## src/rtl/lsu_pkg.sv

```systemverilog
// Shared types and constants for the RV32I load/store unit.
package lsu_pkg;

  localparam int unsigned CNT_W = 8;

  localparam logic [2:0] F3_B  = 3'b000;
  localparam logic [2:0] F3_H  = 3'b001;
  localparam logic [2:0] F3_W  = 3'b010;
  localparam logic [2:0] F3_BU = 3'b100;
  localparam logic [2:0] F3_HU = 3'b101;

  typedef enum logic [1:0] {
    IDLE = 2'd0,
    WAIT = 2'd1,
    RESP = 2'd2
  } lsu_state_t;

  // Stores only have signed-width encodings; loads add the unsigned variants.
  function automatic logic f3_legal(input logic we, input logic [2:0] f3);
    if (we) return (f3 == F3_B) || (f3 == F3_H) || (f3 == F3_W);
    return (f3 == F3_B) || (f3 == F3_H) || (f3 == F3_W) || (f3 == F3_BU) || (f3 == F3_HU);
  endfunction

endpackage

```

## src/rtl/lsu_mem_if.sv

```systemverilog
// Data-memory request/acknowledge bus between the LSU (master) and memory (slave).
interface lsu_mem_if;
  logic        req;
  logic        we;
  logic [31:0] addr;
  logic [31:0] wdata;
  logic [3:0]  be;
  logic        ack;
  logic [31:0] rdata;

  modport master (output req, we, addr, wdata, be, input ack, rdata);
  modport slave  (input req, we, addr, wdata, be, output ack, rdata);
endinterface

```

## src/rtl/lsu_align.sv

```systemverilog
// Combinational store lane replication / byte enables and load extraction / extension.
module lsu_align
  import lsu_pkg::*;
(
  input  logic        we,
  input  logic [2:0]  st_funct3,
  input  logic [1:0]  st_off,
  input  logic [31:0] st_data,
  output logic [31:0] st_wdata_c,
  output logic [3:0]  st_be_c,
  input  logic [2:0]  ld_funct3,
  input  logic [1:0]  ld_off,
  input  logic [31:0] ld_raw,
  output logic [31:0] ld_data_c
);

  logic [7:0]  byte_c;
  logic [15:0] half_c;

  always_comb begin
    st_wdata_c = st_data;
    st_be_c    = 4'b1111;
    if (we) begin
      case (st_funct3)
        F3_B: begin
          st_wdata_c = {4{st_data[7:0]}};
          st_be_c    = 4'b0001 << st_off;
        end
        F3_H: begin
          st_wdata_c = {2{st_data[15:0]}};
          st_be_c    = st_off[1] ? 4'b1100 : 4'b0011;
        end
        default: ;
      endcase
    end
  end

  // Half-word selection ignores bit 0 of the offset.
  always_comb begin
    byte_c = ld_raw[{ld_off, 3'b000} +: 8];
    half_c = ld_off[1] ? ld_raw[31:16] : ld_raw[15:0];
    case (ld_funct3)
      F3_B:    ld_data_c = {{24{byte_c[7]}}, byte_c};
      F3_H:    ld_data_c = {{16{half_c[15]}}, half_c};
      F3_W:    ld_data_c = ld_raw;
      F3_BU:   ld_data_c = {24'h0, byte_c};
      F3_HU:   ld_data_c = {16'h0, half_c};
      default: ld_data_c = 32'h0;
    endcase
  end

endmodule

```

## src/rtl/load_store_unit.sv

```systemverilog
// RV32I load/store unit: request capture, memory handshake with timeout, load writeback.
// Define LSU_MISALIGN_TRAP_EN to report misaligned half/word accesses as errors.
module load_store_unit
  import lsu_pkg::*;
#(
  parameter int unsigned TIMEOUT = 255
) (
  input  logic        clk,
  input  logic        rst,
  input  logic        req_valid,
  output logic        req_ready,
  input  logic        req_we,
  input  logic [2:0]  req_funct3,
  input  logic [31:0] req_addr,
  input  logic [31:0] req_wdata,
  output logic        rsp_valid,
  output logic [31:0] rsp_rdata,
  output logic        rsp_err,
  output logic        busy,
  lsu_mem_if.master   mem
);

  localparam logic [CNT_W-1:0] CNT_LAST = CNT_W'(TIMEOUT - 1);

  lsu_state_t       state;
  logic             cap_we;
  logic [2:0]       cap_f3;
  logic [1:0]       cap_off;
  logic [CNT_W-1:0] cnt;
  logic             mem_req_q, mem_we_q;
  logic [31:0]      mem_addr_q, mem_wdata_q;
  logic [3:0]       mem_be_q;
  logic [31:0]      st_wdata_c, ld_data_c;
  logic [3:0]       st_be_c;
  logic             misalign_c, bad_c;

`ifdef LSU_MISALIGN_TRAP_EN
  assign misalign_c = (((req_funct3 == F3_H) || (req_funct3 == F3_HU)) && req_addr[0]) ||
                      ((req_funct3 == F3_W) && (req_addr[1:0] != 2'b00));
`else
  assign misalign_c = 1'b0;
`endif

  assign bad_c = !f3_legal(req_we, req_funct3) || misalign_c;

  lsu_align u_align (
    .we         (req_we),
    .st_funct3  (req_funct3),
    .st_off     (req_addr[1:0]),
    .st_data    (req_wdata),
    .st_wdata_c (st_wdata_c),
    .st_be_c    (st_be_c),
    .ld_funct3  (cap_f3),
    .ld_off     (cap_off),
    .ld_raw     (mem.rdata),
    .ld_data_c  (ld_data_c)
  );

  always_ff @(posedge clk) begin
    if (rst) begin
      state       <= IDLE;
      req_ready   <= 1'b0;
      rsp_valid   <= 1'b0;
      rsp_err     <= 1'b0;
      rsp_rdata   <= 32'h0;
      busy        <= 1'b0;
      cap_we      <= 1'b0;
      cap_f3      <= 3'b000;
      cap_off     <= 2'b00;
      cnt         <= '0;
      mem_req_q   <= 1'b0;
      mem_we_q    <= 1'b0;
      mem_addr_q  <= 32'h0;
      mem_wdata_q <= 32'h0;
      mem_be_q    <= 4'b0000;
    end else begin
      rsp_valid <= 1'b0;
      rsp_err   <= 1'b0;
      case (state)
        IDLE: begin
          // req_ready also comes up here on the first cycle after reset.
          req_ready <= 1'b1;
          if (req_ready && req_valid) begin
            cap_we    <= req_we;
            cap_f3    <= req_funct3;
            cap_off   <= req_addr[1:0];
            req_ready <= 1'b0;
            busy      <= 1'b1;
            if (bad_c) begin
              state     <= RESP;
              rsp_valid <= 1'b1;
              rsp_err   <= 1'b1;
              rsp_rdata <= 32'h0;
            end else begin
              state       <= WAIT;
              cnt         <= '0;
              mem_req_q   <= 1'b1;
              mem_we_q    <= req_we;
              mem_addr_q  <= {req_addr[31:2], 2'b00};
              mem_wdata_q <= st_wdata_c;
              mem_be_q    <= st_be_c;
            end
          end
        end
        WAIT: begin
          // A late ack takes priority over an expiring timeout.
          if (mem.ack) begin
            state     <= RESP;
            mem_req_q <= 1'b0;
            rsp_valid <= 1'b1;
            rsp_rdata <= cap_we ? 32'h0 : ld_data_c;
          end else if (cnt == CNT_LAST) begin
            state     <= RESP;
            mem_req_q <= 1'b0;
            rsp_valid <= 1'b1;
            rsp_err   <= 1'b1;
            rsp_rdata <= 32'h0;
          end else begin
            cnt <= cnt + CNT_W'(1);
          end
        end
        RESP: begin
          state     <= IDLE;
          busy      <= 1'b0;
          req_ready <= 1'b1;
        end
        default: state <= IDLE;
      endcase
    end
  end

  assign mem.req   = mem_req_q;
  assign mem.we    = mem_we_q;
  assign mem.addr  = mem_addr_q;
  assign mem.wdata = mem_wdata_q;
  assign mem.be    = mem_be_q;

endmodule
```

## src/flat_wrapper.sv

```systemverilog
// flat-port wrapper written by rule: the top's interface ports become plain ports
module load_store_unit_flat import lsu_pkg::*;
#(
  parameter int unsigned TIMEOUT = 255
)
  (clk, rst, req_valid, req_ready, req_we, req_funct3, req_addr, req_wdata, rsp_valid, rsp_rdata, rsp_err, busy, mem_req, mem_we, mem_addr, mem_wdata, mem_be, mem_ack, mem_rdata);
  lsu_mem_if mem_i ();
  input  logic clk;
  input  logic rst;
  input  logic req_valid;
  output logic req_ready;
  input  logic req_we;
  input  logic [2:0] req_funct3;
  input  logic [31:0] req_addr;
  input  logic [31:0] req_wdata;
  output logic rsp_valid;
  output logic [31:0] rsp_rdata;
  output logic rsp_err;
  output logic busy;
  output wire logic [$bits(mem_i.req)-1:0] mem_req;
  output wire logic [$bits(mem_i.we)-1:0] mem_we;
  output wire logic [$bits(mem_i.addr)-1:0] mem_addr;
  output wire logic [$bits(mem_i.wdata)-1:0] mem_wdata;
  output wire logic [$bits(mem_i.be)-1:0] mem_be;
  input wire logic [$bits(mem_i.ack)-1:0] mem_ack;
  input wire logic [$bits(mem_i.rdata)-1:0] mem_rdata;
  assign mem_req = mem_i.req;
  assign mem_we = mem_i.we;
  assign mem_addr = mem_i.addr;
  assign mem_wdata = mem_i.wdata;
  assign mem_be = mem_i.be;
  assign mem_i.ack = mem_ack;
  assign mem_i.rdata = mem_rdata;
  load_store_unit #(.TIMEOUT(TIMEOUT)) u_core (.clk(clk), .rst(rst), .req_valid(req_valid), .req_ready(req_ready), .req_we(req_we), .req_funct3(req_funct3), .req_addr(req_addr), .req_wdata(req_wdata), .rsp_valid(rsp_valid), .rsp_rdata(rsp_rdata), .rsp_err(rsp_err), .busy(busy), .mem(mem_i));
endmodule
```

## config.mk

```make
export PLATFORM = sky130hd
export DESIGN_NAME = load_store_unit_flat
export DESIGN_NICKNAME = d
export VERILOG_FILES = /design/src/rtl/lsu_pkg.sv /design/src/rtl/lsu_mem_if.sv /design/src/rtl/lsu_align.sv /design/src/rtl/load_store_unit.sv /design/src/flat_wrapper.sv
export SDC_FILE = /design/constraint.sdc
export NUM_CORES = 1
export LEC_CHECK = 0
export ABC_AREA = 1
export CORE_UTILIZATION = 40
export CTS_CLUSTER_SIZE = 40
export DETAILED_ROUTE_END_ITERATION = 6
export PLACE_DENSITY = 0.73
export REMOVE_ABC_BUFFERS = 1
export SYNTH_ARGS = -nofsm -noshare
export SYNTH_HDL_FRONTEND = slang
export SYNTH_SLANG_ARGS = --single-unit
export TNS_END_PERCENT = 50
```

## constraint.sdc

```tcl
create_clock -name clk -period 4.3 [get_ports clk]
set_clock_uncertainty 0.2 [all_clocks]
set_input_delay 1.29 -clock clk [delete_from_list [all_inputs] [get_ports clk]]
set_output_delay 1.29 -clock clk [all_outputs]
set_load 0.01 [all_outputs]
```

==> results of run 1 <==
-- worst max path at each step --
stage / from / to / cells after the start / slack [ns]
finish: req_funct3[2] / u_core.cnt[6] / 12 / 1.02
CTS: req_funct3[2] / u_core.cnt[6] / 12 / 1.02
global placement: req_funct3[2] / u_core.cnt[7] / 12 / 0.61
global route: req_funct3[2] / u_core.cnt[6] / 12 / 0.78
floorplan: req_funct3[2] / u_core.mem.wdata[10] / 8 / 1.12
detailed placement: req_funct3[2] / u_core.cnt[6] / 12 / 0.58
-- layout make-up --
class                           count  area share [%]
Clock buffer                       23            5.63
Clock inverter                      9            1.48
Inverter                           49            2.27
Multi-Input combinational cell    577            33.0
Sequential cell                   120            28.9
Tap cell                          180            2.71
Timing Repair Buffer              218            26.0
-- cells in the mapped netlist, types with 7 or more instances --
master	instances
nand2_1	203
dfxtp_1	120
nor2_1	115
o21ai_0	72
nand3_1	63
inv_1	43
a21oi_1	42
o211ai_1	21
buf_4	17
clkbuf_1	16
a21oi_2	11
buf_2	11
nand3_2	8
buf_6	7
nand2_2	7
o21ai_1	7
-- critical path, stage by stage --
cell	delay (ns)
clkdlybuf4s50_1	0.51
nor2_1	0.06
buf_4	0.17
nor2_1	0.17
nand2_2	0.10
nand2_4	0.08
buf_4	0.36
nand2_2	0.22
inv_1	0.20
nor2_1	0.06
nor2_1	0.08
nor2_1	0.04
-- logic make-up (layout without fill, tap and decap cells) --
kind of cell,Yosys count,count (layout),synth area share [%]
AND/OR/NAND/NOR,417,417,32.0
AO/OA/AOI/OAI,154,154,15.6
flip-flops,120,120,42.5
buffers and inverters,101,299,9.09
adder cells (fa/ha/maj),2,2,0.443
XOR/XNOR,2,2,0.310
other,1,2,0.0663
-- power by group --
part	switching [mW]	total, mW	leakage [nW]	internal [mW]
sequential	0.0394	1.21	0.976	1.17
clock	0.494	1.43	0.291	0.936
combinational	0.272	0.535	2.08	0.263
-- sequential cells by signal, summed over array words and instances (netlist names) --
signal and cells:
u_core.mem.wdata 32, u_core.rsp_rdata 32, u_core.mem.addr 30, u_core.cnt 8, u_core.mem.be 4, u_core.cap_f3 3
u_core.cap_off 2, u_core.state 2, u_core.busy 1, u_core.cap_we 1, u_core.mem.req 1, u_core.mem.we 1
u_core.req_ready 1, u_core.rsp_err 1, u_core.rsp_valid 1
-- routing by layer --
metal  track usage, %  part of all wire (%)
met5                0                     0
met4             9.18                   2.0
met3             9.21                    10
met2             35.9                    44
met1             27.6                    43
==> results_dict.tcl, run 1 <==
set metrics [dict create \
    status "finished clean" \
    rrSetupSlack_ns 1.95 \
    grt_use_total_pct 22.8 \
    setup_violations 0 \
    core_area_um2 13800 \
    syn_inst 797 \
    dpl.hpwl_um 11000 \
    clkSinkCount 120 \
    tightest_slew_ns 0.876 \
    h-tree-depth 4 \
    timing.final.crit_share_pct 76.3 \
    wirelength_um 16300 \
    clkSlewWorstSetupHoldPaths_ns 0.05 \
    die_h_um 121 \
    synth_top_area_share_pct 42.5 \
    rsz0062_at_grt "no" \
    grt_pass1_wl_um 26100 \
    ios 210 \
    avgSynthCellArea_um2 7.09 \
    criticalPathCategory "in2reg" \
    end_kind "register" \
    dp.cells 1144 \
    place_area_um2 7720 \
    cts_resized 0 \
    p_leak_nw 3.34 \
    fillers 1300 \
    synth_area_leaders "dfxtp_1 42%, nand2_1 13%, nor2_1 7.6%" \
    rows 43 \
    final_util_pct 60.1 \
    hold_path.class "reg2reg" \
    numCtsBuffers 17 \
    hold_viol_final 0 \
    cap_violations 0 \
    finalCriticalPeriod_ns 3.28 \
    hp-start "u_core.rsp_rdata[4]" \
    grt_pass1_vias 5375 \
    tns_ns 0 \
    syn2layout_area_growth_pct 47.0 \
    drv_slew 0 \
    nets 1089 \
    grt_max_degree 46 \
    antenna_found_initial 0 \
    layout_commonest_cell "clkdlybuf4s50_1" \
    async_reset_ff_share_pct 0 \
    seqCellArea_um2 2400 \
    final_cells 1176 \
    worstRegToRegCells 9 \
    overflow 0 \
    startpoint_type "input pin" \
    holdPathEnd "u_core.rsp_rdata[4]" \
    ys_seq_elements 120 \
    crit_arrival_ns 3.36 \
    r2r_start "u_core.cap_off[1]" \
    synth_ff_type "dfxtp_1" \
    most-common-layout-cells "206 x clkdlybuf4s50_1, 203 x nand2_1, 120 x dfxtp_1" \
    die_area_um2 14600 \
    die_w_um 121 \
    clk_latency_ns 0.41 \
    hold_path_depth 2 \
    numPortBuffers 207 \
    place_congestion 0.809 \
    drt_iter0_markers 308 \
    syn_area_um2 5650 \
    cts.path.max_buffers 2 \
    r2r_end "u_core.rsp_rdata[19]" \
    route.vias.total 5799 \
    required_ns 4.38 \
    drc_errors 0 \
    p_per_area_nw_per_um2 382 \
    synth_edf_count 0 \
    hold-worst-slack_ns 0.263 \
    dr.pass1.iters 5 \
    critical_path_peak_fanout 45 \
    multi_input_area_um2 2740 \
    ir_drop_uv 274 \
    total_power_mw 3.18 \
    yosys.cell_types.count 33 \
    cts_tree "done" \
    post_cts_buffers 0 \
    drive_gt1_share_pct 9.04 \
    postRouteAntennaNets 0 \
    slew-limit-headroom_pct 41.6 \
    yosys_warnings 0 \
    initial_core_util_pct 40.9 \
    yosysTopAreaCell "dfxtp_1" \
    antennaDiodeCount 0 \
    viasPerCell 4.93 \
    holdBufCountCts 0 \
    wl_per_cell_um 13.8 \
    yosysSeqAreaShare_pct 42.5 \
    finalWorstSetupSlack_ns 1.02 \
    max_freq_mhz 305 \
    pre_cts_slack_ns 0.582 \
    final_cell_area_um2 8310 \
    cts_root_buffer "clkbuf_16" \
]
Power figures use the tool's default switching activity.
==> run 2, diff against run 1 <==
==> constraint.sdc (replaced) <==
create_clock -name clk -period 3.1 [get_ports clk]
set_clock_uncertainty 0.2 [all_clocks]
set_input_delay 0.93 -clock clk [delete_from_list [all_inputs] [get_ports clk]]
set_output_delay 0.93 -clock clk [all_outputs]
set_load 0.01 [all_outputs]
==> results_dict.tcl, run 2 (same netlist as run 1, synthesis figures left out) <==
set metrics [dict create \
    status "finished clean" \
    path_buf_inv 3 \
    startpoint_type "input pin" \
    grt_use_total_pct 23.2 \
    antennaDiodeCount 0 \
    finalWorstSetupSlack_ns 0.576 \
    drc_errors 0 \
    dr.pass1.iters 6 \
    wirelength_um 16600 \
    nets 1096 \
    hold-worst-slack_ns 0.260 \
    syn2layout_area_growth_pct 49.5 \
    most-common-layout-cells "206 x clkdlybuf4s50_1, 203 x nand2_1, 120 x dfxtp_1" \
    hold_path.class "reg2reg" \
    die_area_um2 14600 \
    p_per_area_nw_per_um2 539 \
    ios 210 \
    cts_root_buffer "clkbuf_16" \
    dpl.hpwl_um 11600 \
    grt_pass1_wl_um 26600 \
    drive_gt1_share_pct 9.68 \
    h-tree-depth 4 \
    required_ns 3.17 \
    grt_pass1_vias 5540 \
    criticalPathCategory "in2reg" \
    core_area_um2 13800 \
    holdBufCountCts 0 \
    critical_path_peak_fanout 45 \
    numPortBuffers 207 \
    overflow 0 \
    viasPerCell 4.97 \
    numCtsBuffers 17 \
    clkSinkCount 120 \
    cts_tree "done" \
    die_h_um 121 \
    clk_latency_ns 0.41 \
    cap_violations 0 \
    slew-limit-headroom_pct 47.2 \
    setup_violations 0 \
    die_w_um 121 \
    crit_path_top_delay_cell "clkdlybuf4s50_1" \
    hold_viol_final 0 \
    finalCriticalPeriod_ns 2.52 \
    antenna_found_initial 0 \
    max_freq_mhz 396 \
    path_common_cell "nor2_1" \
    tightest_slew_ns 0.792 \
    clkSlewWorstSetupHoldPaths_ns 0.05 \
    post_cts_buffers 0 \
    end_kind "register" \
    timing.final.crit_share_pct 81.4 \
    grt_max_degree 46 \
    drv_slew 0 \
    rows 43 \
    wl_per_cell_um 14.1 \
    crit_chain "clkdlybuf4s50_1 -> nor2_1 -> nor2_1 -> nand2_2 -> nand2_4 -> buf_12 -> nand2_2 -> inv_1 -> nor2_1 -> nor2_1 -> nor2_1" \
    pre_cts_slack_ns 0.144 \
    drt_iter0_markers 409 \
    ir_drop_uv 325 \
    rsz0062_at_grt "no" \
    initial_core_util_pct 40.9 \
    total_power_mw 4.55 \
    tns_ns 0 \
    crit_family "buffers and inverters" \
    layout_commonest_cell "clkdlybuf4s50_1" \
    place_congestion 0.828 \
    crit_arrival_ns 2.60 \
    route.vias.total 5873 \
    max_stage_delay_ns 0.50 \
    cts_resized 0 \
    cts.path.max_buffers 2 \
    p_leak_nw 3.41 \
    postRouteAntennaNets 0 \
]
run 2: cell types whose count changed in the layout (fill, tap and decap cells not counted), sizes merged:
cell,previous run,this run
buf,12,19
clkinv,5,1
bufinv,3,4
clkbuf,23,24
clkinvlp,1,2
run 2: layout make-up:
type / count / area (um2)
clock inverter: 7 / 140
fill: 1260 / 5370
tap: 180 / 225
sequential: 120 / 2400
clock buffer: 24 / 492
timing repair buffer: 225 / 2260
inverter: 49 / 189
multi-input combinational: 577 / 2740
run 2: worst paths after layout:
| check | slack (ns) | to | startpoint | cells past startpoint |
|---|---|---|---|---|
| setup / recovery | 0.58 | u_core.cnt[6] | req_funct3[2] | 11 |
| hold / removal | 0.26 | u_core.rsp_rdata[2] | u_core.rsp_rdata[2] | 2 |
| setup reg to reg | 0.75 | u_core.rsp_rdata[7] | u_core.cap_off[1] | 8 |
| hold reg to reg | 0.26 | u_core.rsp_rdata[2] | u_core.rsp_rdata[2] | 2 |
run 2: report_power, final:
| part | internal [mW] | total [mW] | switching, mW |
|---|---|---|---|
| logic | 0.378 | 0.764 | 0.386 |
| registers | 1.62 | 1.68 | 0.0532 |
| clock network | 1.43 | 2.11 | 0.689 |
| total | 3.43 | 4.55 | 1.13 |
run 2: layer usage:
layer | vias up | part of all wire [%] | GRT usage [%]
met3 | 28 | 10 | 8.74
met2 | 236 | 46 | 37.4
met4 | 0 | 2.1 | 9.57
met5 | - | 0 | 0
li1 | 2957 | - | -
met1 | 2652 | 42 | 27.5
run 2: through the flow:
stage	cells	cell area, um2	utilization, %
after floorplan	746	5330	-
after global placement	1151	7820	56.6
after detailed placement	1151	7820	56.6
after CTS	1182	8450	61.1
after global routing	1182	8450	61.1
final	1182	8450	61.1
run 2: tightest hold or removal path, delay by kind of cell (launching register included):
kind / cells / cell delay (ns)
AOI/OAI and AO/OA: 1 / 0.05
DFF: 1 / 0.30
and+or+nand+nor: 1 / 0.06
